**config.mk**
```make
export PLATFORM = sky130hd
export DESIGN_NAME = mmio_uart_tx
export DESIGN_NICKNAME = d
export VERILOG_FILES = /design/src/rtl/mmio_uart_tx.sv
export SDC_FILE = /design/constraint.sdc
export NUM_CORES = 1
export LEC_CHECK = 0
export CORE_ASPECT_RATIO = 1.4
export CORE_MARGIN = 8
export CORE_UTILIZATION = 45
export DETAILED_ROUTE_END_ITERATION = 10
export GPL_TIMING_DRIVEN = 0
export PLACE_DENSITY_LB_ADDON = 0.15
export RECOVER_POWER = 50
export SKIP_LAST_GASP = 1
export SLEW_MARGIN = 0
export SYNTH_ARGS = -nofsm -noshare
export SYNTH_HDL_FRONTEND = slang
export SYNTH_SLANG_ARGS = --single-unit
```
**constraint.sdc**
```tcl
create_clock -name clk -period 2.45 [get_ports clk]
set_input_delay 0.3675 -clock clk [delete_from_list [all_inputs] [get_ports clk]]
set_output_delay 0.3675 -clock clk [all_outputs]
set_load 0.03 [all_outputs]
```
**src/rtl/mmio_uart_tx.sv**
```systemverilog
// Memory-mapped UART transmitter: TXDATA stores feed a byte FIFO that is drained as 8N1 frames on tx.
// Optional even-parity bit between data and stop when UART_PARITY_EN is defined.
module mmio_uart_tx #(
    parameter logic [31:0] BASE_ADDR  = 32'hFFFF_0000,
    parameter int          CLK_DIV    = 16,
    parameter int          FIFO_DEPTH = 4
) (
    input  logic        clk,
    input  logic        reset,
    input  logic [31:0] addr,
    input  logic [31:0] wdata,
    input  logic        mem_write,
    input  logic        mem_read,
    output logic        hit,
    output logic [31:0] rdata,
    output logic        tx,
    output logic        busy
);

    localparam int AW = $clog2(FIFO_DEPTH);
    localparam int DW = $clog2(CLK_DIV);
    localparam logic [DW-1:0] DIV_LAST = DW'(CLK_DIV - 1);

    typedef enum logic [2:0] {
        S_IDLE   = 3'd0,
        S_START  = 3'd1,
        S_DATA   = 3'd2,
`ifdef UART_PARITY_EN
        S_PARITY = 3'd3,
`endif
        S_STOP   = 3'd4
    } state_t;

    state_t          state_q, state_d;
    logic [DW-1:0]   div_q, div_d;
    logic [2:0]      bit_cnt_q, bit_cnt_d;
    logic [7:0]      shift_q, shift_d;
`ifdef UART_PARITY_EN
    logic            parity_q, parity_d;
`endif
    logic            tx_q, tx_d;
    logic            ovf_q, ovf_d;
    logic [AW:0]     wr_ptr_q, rd_ptr_q;
    logic [7:0]      fifo_mem_q [FIFO_DEPTH];

    logic            hit_s, empty_s, full_s, busy_s, tick_s;
    logic            push_req_s, push_s, pop_s, ovf_set_s, ovf_clr_s;
    logic [7:0]      head_s;
    logic            unused_s;

    assign hit_s      = (addr[31:3] == BASE_ADDR[31:3]);
    assign empty_s    = (wr_ptr_q == rd_ptr_q);
    assign full_s     = (wr_ptr_q[AW] != rd_ptr_q[AW]) && (wr_ptr_q[AW-1:0] == rd_ptr_q[AW-1:0]);
    assign busy_s     = (state_q != S_IDLE) || !empty_s;
    assign head_s     = fifo_mem_q[rd_ptr_q[AW-1:0]];
    assign tick_s     = (div_q == DIV_LAST);
    // Fullness is judged before the edge, so a same-edge pop never rescues a push.
    assign push_req_s = hit_s && mem_write && !addr[2];
    assign push_s     = push_req_s && !full_s;
    assign ovf_set_s  = push_req_s && full_s;
    assign ovf_clr_s  = hit_s && mem_write && addr[2] && wdata[3];
    assign unused_s   = ^{addr[1:0], wdata[31:8]};

    assign hit   = hit_s;
    assign busy  = busy_s;
    assign tx    = tx_q;

    // Load data decode: only STATUS returns a non-zero value.
    always_comb begin
        rdata = 32'd0;
        if (hit_s && mem_read && addr[2]) begin
            rdata = {28'd0, ovf_q, busy_s, empty_s, full_s};
        end else begin
            rdata = 32'd0;
        end
    end

    // Sticky overflow flag; a set on the same edge as a clear takes priority.
    always_comb begin
        ovf_d = ovf_q;
        if (ovf_set_s) begin
            ovf_d = 1'b1;
        end else if (ovf_clr_s) begin
            ovf_d = 1'b0;
        end else begin
            ovf_d = ovf_q;
        end
    end

    // Frame sequencer next state, counters and FIFO pop.
    always_comb begin
        state_d   = state_q;
        div_d     = div_q;
        bit_cnt_d = bit_cnt_q;
        shift_d   = shift_q;
`ifdef UART_PARITY_EN
        parity_d  = parity_q;
`endif
        pop_s     = 1'b0;
        case (state_q)
            S_IDLE: begin
                div_d     = {DW{1'b0}};
                bit_cnt_d = 3'd0;
                if (!empty_s) begin
                    pop_s    = 1'b1;
                    shift_d  = head_s;
`ifdef UART_PARITY_EN
                    parity_d = ^head_s;
`endif
                    state_d  = S_START;
                end else begin
                    state_d  = S_IDLE;
                end
            end
            S_START: begin
                if (tick_s) begin
                    div_d     = {DW{1'b0}};
                    bit_cnt_d = 3'd0;
                    state_d   = S_DATA;
                end else begin
                    div_d     = div_q + DW'(1);
                end
            end
            S_DATA: begin
                if (tick_s) begin
                    div_d   = {DW{1'b0}};
                    shift_d = {1'b0, shift_q[7:1]};
                    if (bit_cnt_q == 3'd7) begin
                        bit_cnt_d = 3'd0;
`ifdef UART_PARITY_EN
                        state_d   = S_PARITY;
`else
                        state_d   = S_STOP;
`endif
                    end else begin
                        bit_cnt_d = bit_cnt_q + 3'd1;
                    end
                end else begin
                    div_d = div_q + DW'(1);
                end
            end
`ifdef UART_PARITY_EN
            S_PARITY: begin
                if (tick_s) begin
                    div_d   = {DW{1'b0}};
                    state_d = S_STOP;
                end else begin
                    div_d   = div_q + DW'(1);
                end
            end
`endif
            S_STOP: begin
                if (tick_s) begin
                    div_d = {DW{1'b0}};
                    // Chain straight into the next frame when data is waiting.
                    if (!empty_s) begin
                        pop_s    = 1'b1;
                        shift_d  = head_s;
`ifdef UART_PARITY_EN
                        parity_d = ^head_s;
`endif
                        state_d  = S_START;
                    end else begin
                        state_d  = S_IDLE;
                    end
                end else begin
                    div_d = div_q + DW'(1);
                end
            end
            default: begin
                state_d = S_IDLE;
            end
        endcase
    end

    // Line level follows the current state; registering it adds one cycle of latency.
    always_comb begin
        tx_d = 1'b1;
        case (state_q)
            S_START:  tx_d = 1'b0;
            S_DATA:   tx_d = shift_q[0];
`ifdef UART_PARITY_EN
            S_PARITY: tx_d = parity_q;
`endif
            default:  tx_d = 1'b1;
        endcase
    end

    // Control state, pointers and line register.
    always_ff @(posedge clk) begin
        if (reset) begin
            state_q   <= S_IDLE;
            div_q     <= {DW{1'b0}};
            bit_cnt_q <= 3'd0;
            shift_q   <= 8'd0;
`ifdef UART_PARITY_EN
            parity_q  <= 1'b0;
`endif
            tx_q      <= 1'b1;
            ovf_q     <= 1'b0;
            wr_ptr_q  <= {(AW+1){1'b0}};
            rd_ptr_q  <= {(AW+1){1'b0}};
        end else begin
            state_q   <= state_d;
            div_q     <= div_d;
            bit_cnt_q <= bit_cnt_d;
            shift_q   <= shift_d;
`ifdef UART_PARITY_EN
            parity_q  <= parity_d;
`endif
            tx_q      <= tx_d;
            ovf_q     <= ovf_d;
            if (push_s) begin
                wr_ptr_q <= wr_ptr_q + (AW+1)'(1);
            end
            if (pop_s) begin
                rd_ptr_q <= rd_ptr_q + (AW+1)'(1);
            end
        end
    end

    // FIFO storage; contents are don't-care while the pointers say empty.
    always_ff @(posedge clk) begin
        if (push_s) begin
            fifo_mem_q[wr_ptr_q[AW-1:0]] <= wdata[7:0];
        end
    end

endmodule

```
==> qor.txt, run 1 <==
Hold Path End - shift_q[0]
Post-route DRC - 0
Slowest stage delay, CP - 700 ps
CP max stage cell - nor2_1
Commonest non-fill, non-tap cell in the layout - clkdlybuf4s50_1
Worst r2r src - wr_ptr_q[1]
Yosys reg bits - 60
Top layer in use - met4
Min-Delay Startpoint - reset
Status - completed
Final setup TNS - 0 ps
Total global routing overflow - 0
Clk slew on worst S/H paths - 70 ps
Placed inst area - 3540 um2
Largest net degree at the start of global routing - 14
Rows - 34
Core area - 6210 um2
Die ar. - 9240 um2
# setup viols final - 0
Final WL - 5.84 mm
Clock sinks - 60
Syn avg cell area - 11.5 um2
CP arrival - 2360 ps
Worst-Skew Late Latency - 340 ps
Critical-path cell list - clkdlybuf4s50_1 > nor4b_2 > and4_1 > buf_4 > nand4_2 > nor2_1
Metal-1 WL - 2.28 mm
Top cell type by total area after synthesis - edfxtp_1
RSZ-0062 raised after global routing - true
Clock root buffer - clkbuf_8
Fin nets - 412
Tot GR Track Use - 13.4%
Register-to-Register Setup Slack - 340 ps
HPWL Detailed - 4.40 mm
Met3 wire length - 263 um
Synth top area share - 33.4%
Area growth syn-to-layout - 30.6%
Initial drt markers - 90
Seq/Total Area, Yosys - 52.9%
Top post-synthesis cells by area - edfxtp_1, dfxtp_1, buf_4
Die Wd - 83.6 um
CP startpoint kind - primary input
Data required, critical path - 2420 ps
Worst Skew - 5.86 ps
Drt wl/cell - 14.2 um
Peak VDD IR - 0.475 mV
Number of port buffers - 47
Relative slew slack - 45.1%
Via density - 4.80
Starting density of the core - 46.3%
Antenna-violating nets left - 0
Commonest non-fill, non-tap cells in the layout - clkdlybuf4s50_1, nor2_1, edfxtp_1, buf_4
Max-capacitance violation count - 0
Kind of critical path - primary input to flop
DRT Pass-1 Iters - 4
Cell family with the largest share of critical-path delay - simple AND/OR/NAND/NOR gates
Yosys warns - 0
Total CTS buffers - 9
Slew Limit Fails - 0
Tcrit/Tclk final - 97.7%
Tmin final - 2390 ps
CTS tree - yes
Final GP Congestion - 0.756
Largest buffer count on any clock path - 2
Initial antenna violation count - 0
P_leak - 1.50 nW
H-tree levels - 3
Fmax - 418 MHz
Worst Hold Class - primary input to flop
Synth unique cells - 43
First-pass GRT wire length - 9.98 mm
PwrDens - 675 nW/um2
Final Util - 60.5%
Hold path depth - 2
Via count - 1,983
CP Buf/Inv Count - 2
Actual slew at the worst max-slew pin - 820 ps
Post-Synthesis Cell Area - 2880 um2
Crit path capture type - flop
Share of cells above drive strength 1 - 21.7%
Number of global-route vias before repair - 2,082
Antenna diode count - 0
Final Hold Vio Count - 0
Final Cell Area - 3750 um2
Fin Hold WS - 345 ps
Met2 wire length - 3.21 mm
Synthesized instance count - 250
Die Y - 111 um
Reg2Reg Depth - 4
# IOs - 103
Max FO, Critical Path - 8
RR Endpoint - fifo_mem_q[1][0]
-- sequential cells by signal (all words and copies together) (netlist names), named ones only --
register,cells
shift_q,8
div_q,4
tx,1
state_q,3
wr_ptr_q,3
fifo_mem_q,32
bit_cnt_q,3
ovf_q,1
rd_ptr_q,3
-- synth_stat cells (all sizes together) --
cell / number
conb: 1
nor2b: 5
a41o: 1
ha: 8
o21ai: 6
and3: 1
xor2: 3
a21o: 1
nand3: 8
nand4: 5
nor4: 3
nand2: 8
and2: 1
nor4b: 1
inv: 8
o311a: 1
dfxtp: 28
or2: 1
edfxtp: 32
and4: 1
mux2i: 10
or3: 3
a32oi: 1
nand2b: 1
nor2: 33
mux4: 8
a31oi: 4
buf: 35
clkbuf: 3
xnor2: 3
nor3: 2
a211oi: 7
a21oi: 13
o311ai: 2
nand3b: 1
nor3b: 1
-- per-stage QoR --
stage | setup WS (ps) | total power, mW | cells
floorplan | 224 | 1.49 | 277
global placement | -425 | 1.63 | 396
detailed placement | -497 | 1.63 | 396
CTS | -198 | 2.56 | 413
global route | -119 | 2.65 | 413
finish | 57.0 | 2.54 | 413
-- per-layer routing --
layer / global-route usage, % / up-vias
met5: 0 / -
met4: 7.63 / 0
met3: 3.97 / 8
met2: 24.2 / 36
met1: 13.2 / 914
li1: - / 1025
-- layout make-up --
class | instances | area [um2]
clock buffers | 9 | 124
clock inverters | 7 | 82.6
plain buffers | 38 | 258
fillers | 537 | 2460
multi-input cells | 171 | 1190
repair buffers | 48 | 458
well taps | 72 | 90.1
flip-flops and latches | 60 | 1520
inverters | 8 | 30.0
-- report_power, final --
part | switching, mW | leakage [nW] | internal [mW]
clock | 0.441 | 0.105 | 0.487
combinational | 0.247 | 0.885 | 0.225
sequential | 0.0289 | 0.513 | 1.11
total | 0.717 | 1.50 | 1.82
-- cells by family (layout without fill, tap and decap cells) --
| logic type | count (synthesis) | in the layout | share of synthesized area [%] |
|---|---|---|---|
| simple gates | 75 | 75 | 13.4 |
| flops | 60 | 60 | 52.9 |
| buf+inv | 46 | 110 | 10.0 |
| compound gates | 36 | 36 | 8.49 |
| mux | 18 | 18 | 9.75 |
| fa+ha+maj | 8 | 8 | 3.48 |
| xor+xnor | 6 | 6 | 1.83 |
| other cells | 1 | 28 | 0.130 |
-- worst max-delay path by stage --
stage                  from                to  slack (ps)  cells past startpoint
global placement    addr[7]          rdata[2]        -430                      7
global route        addr[9]  fifo_mem_q[3][1]        -120                      6
finish              addr[9]  fifo_mem_q[1][0]          60                      6
CTS                 addr[7]          rdata[1]        -200                      7
floorplan           addr[7]          rdata[2]         220                      5
detailed placement  addr[7]          rdata[1]        -500                      7
-- repair_timing --
item | CTS | global route
endpoints found under the setup margin | 6 | 38
pin swaps | 1 | 3
hold buffers | 0 | 0
cloned | 0 | 0
buffers inserted | 1 | 0
resized for setup | 18 | 8
(Power assumes the default switching activity.)
==> run 2: changes to the inputs <==
SETUP_SLACK_MARGIN = 0.05   (was not set)
==> run 2 against run 1 <==
Against the previous run:
- sequential power barely moved
- combinational power about the same
- sequential share of layout area about the same
- via count up 0.86%
- clock power about the same
- cell count stayed put
- first-iteration DRC count grew 27%
- critical path type unchanged
- largest power group unchanged
==> qor.txt, run 2 (synthesis gave the netlist of run 1 again) <==
Post-route DRC - 0
Worst Hold Class - primary input to flop
HPWL Detailed - 4.40 mm
Die Wd - 83.6 um
PwrDens - 675 nW/um2
Rows - 34
Largest buffer count on any clock path - 2
CTS tree - yes
Core area - 6210 um2
Actual slew at the worst max-slew pin - 819 ps
Via count - 2,000
Tot GR Track Use - 13.4%
P_leak - 1.50 nW
Clock sinks - 60
Hold Path End - shift_q[0]
Non-filler cells in the finished layout - 413
Max FO, Critical Path - 8
H-tree levels - 3
Commonest non-fill, non-tap cells in the layout - clkdlybuf4s50_1, nor2_1, edfxtp_1, buf_4
Slew Limit Fails - 0
Final Util - 60.5%
# IOs - 103
FILL cells - 537
DRT Pass-1 Iters - 4
Largest net degree at the start of global routing - 14
Antenna diode count - 0
Hold path depth - 2
Status - completed
Min-Delay Startpoint - reset
Total global routing overflow - 0
Area growth syn-to-layout - 30.7%
Final Hold Vio Count - 0
Final setup TNS - 0 ps
Starting density of the core - 46.3%
RR Endpoint - fifo_mem_q[3][0]
Peak VDD IR - 0.475 mV
Register-to-Register Setup Slack - 350 ps
Final GP Congestion - 0.756
Die Y - 111 um
DP Cell Count - 396
Fmax - 420 MHz
Initial drt markers - 114
Die ar. - 9240 um2
Clock root buffer - clkbuf_8
Number of global-route vias before repair - 2,089
RSZ-0062 raised after global routing - true
Fin Hold WS - 346 ps
Clk slew on worst S/H paths - 70 ps
Worst-Skew Late Latency - 340 ps
Number of port buffers - 47
CP startpoint kind - primary input
Max-capacitance violation count - 0
Kind of critical path - primary input to flop
Commonest non-fill, non-tap cell in the layout - clkdlybuf4s50_1
Total CTS buffers - 9
Reg2Reg Depth - 4
Initial antenna violation count - 0
Share of cells above drive strength 1 - 21.7%
Worst Skew - 5.73 ps
Via density - 4.84
Drt wl/cell - 14.1 um
Crit path capture type - flop
Max reg flops - 32
Final WL - 5.84 mm
Tcrit/Tclk final - 97.2%
Antenna-violating nets left - 0
Tmin final - 2380 ps
Relative slew slack - 45.2%
# setup viols final - 0
CP arrival - 2350 ps
First-pass GRT wire length - 9.98 mm
Fin nets - 412
Worst r2r src - wr_ptr_q[1]
Data required, critical path - 2420 ps
==> run 2: cell counts in the layout (fill, tap and decap cells not counted) <==
No cell type changed its count.
==> run 2: area by class of cell <==
| class | count | area (um2) | area share, % |
|---|---|---|---|
| clock buffer | 9 | 124 | 3.30 |
| clock inverter | 7 | 82.6 | 2.20 |
| timing repair buffer | 48 | 458 | 12.2 |
| multi-input combinational | 171 | 1200 | 31.8 |
| inverter | 8 | 30.0 | 0.799 |
| sequential | 60 | 1520 | 40.5 |
| tap | 72 | 90.1 | 2.40 |
| buffer | 38 | 256 | 6.82 |
==> run 2: how the worst max path moves through the flow <==
stage	from	to	slack, ps	cells after the start
floorplan	addr[7]	rdata[2]	220	5
global placement	addr[7]	rdata[2]	-430	7
CTS	addr[7]	rdata[1]	-140	7
detailed placement	addr[7]	rdata[1]	-500	7
finish	addr[9]	fifo_mem_q[3][0]	70	6
global route	addr[9]	fifo_mem_q[3][1]	-120	6
==> run 2: what timing repair did <==
item / in CTS / in global routing
buffers inserted: 1 / 0
pin swaps: 1 / 3
setup endpoints to repair: 6 / 37
hold buffers: 0 / 0
gates resized for setup: 20 / 7
==> run 2: worst max-delay path: stages <==
cell and delay (ps):
clkdlybuf4s50_1 410, nor4b_2 280, and4_1 270, buf_4 120, nand4_2 200, nor2_1 700
==> run 2: report_power, final <==
| part | switching (mW) | internal, mW | leakage (nW) |
|---|---|---|---|
| Combinational | 0.248 | 0.224 | 0.881 |
| Clock | 0.441 | 0.487 | 0.105 |
| Sequential | 0.0289 | 1.11 | 0.513 |
| Total | 0.718 | 1.82 | 1.50 |
==> run 2: metrics by stage <==
| step | cell area [um2] | setup WS, ps | power [mW] |
|---|---|---|---|
| after global placement | 3540 | -425 | 1.63 |
| after CTS | 3740 | -143 | 2.56 |
| final | 3760 | 68.1 | 2.54 |
| after global routing | 3760 | -119 | 2.65 |
| after detailed placement | 3540 | -497 | 1.63 |
| after floorplan | 2980 | 224 | 1.49 |
==> run 2: routing by layer <==
layer | GRT usage (%) | vias up | part of all wire [%]
met5 | 0 | - | 0
met4 | 7.98 | 0 | 2.0
met3 | 3.97 | 10 | 5.3
met2 | 24.0 | 46 | 55
met1 | 13.2 | 920 | 38
li1 | - | 1024 | -
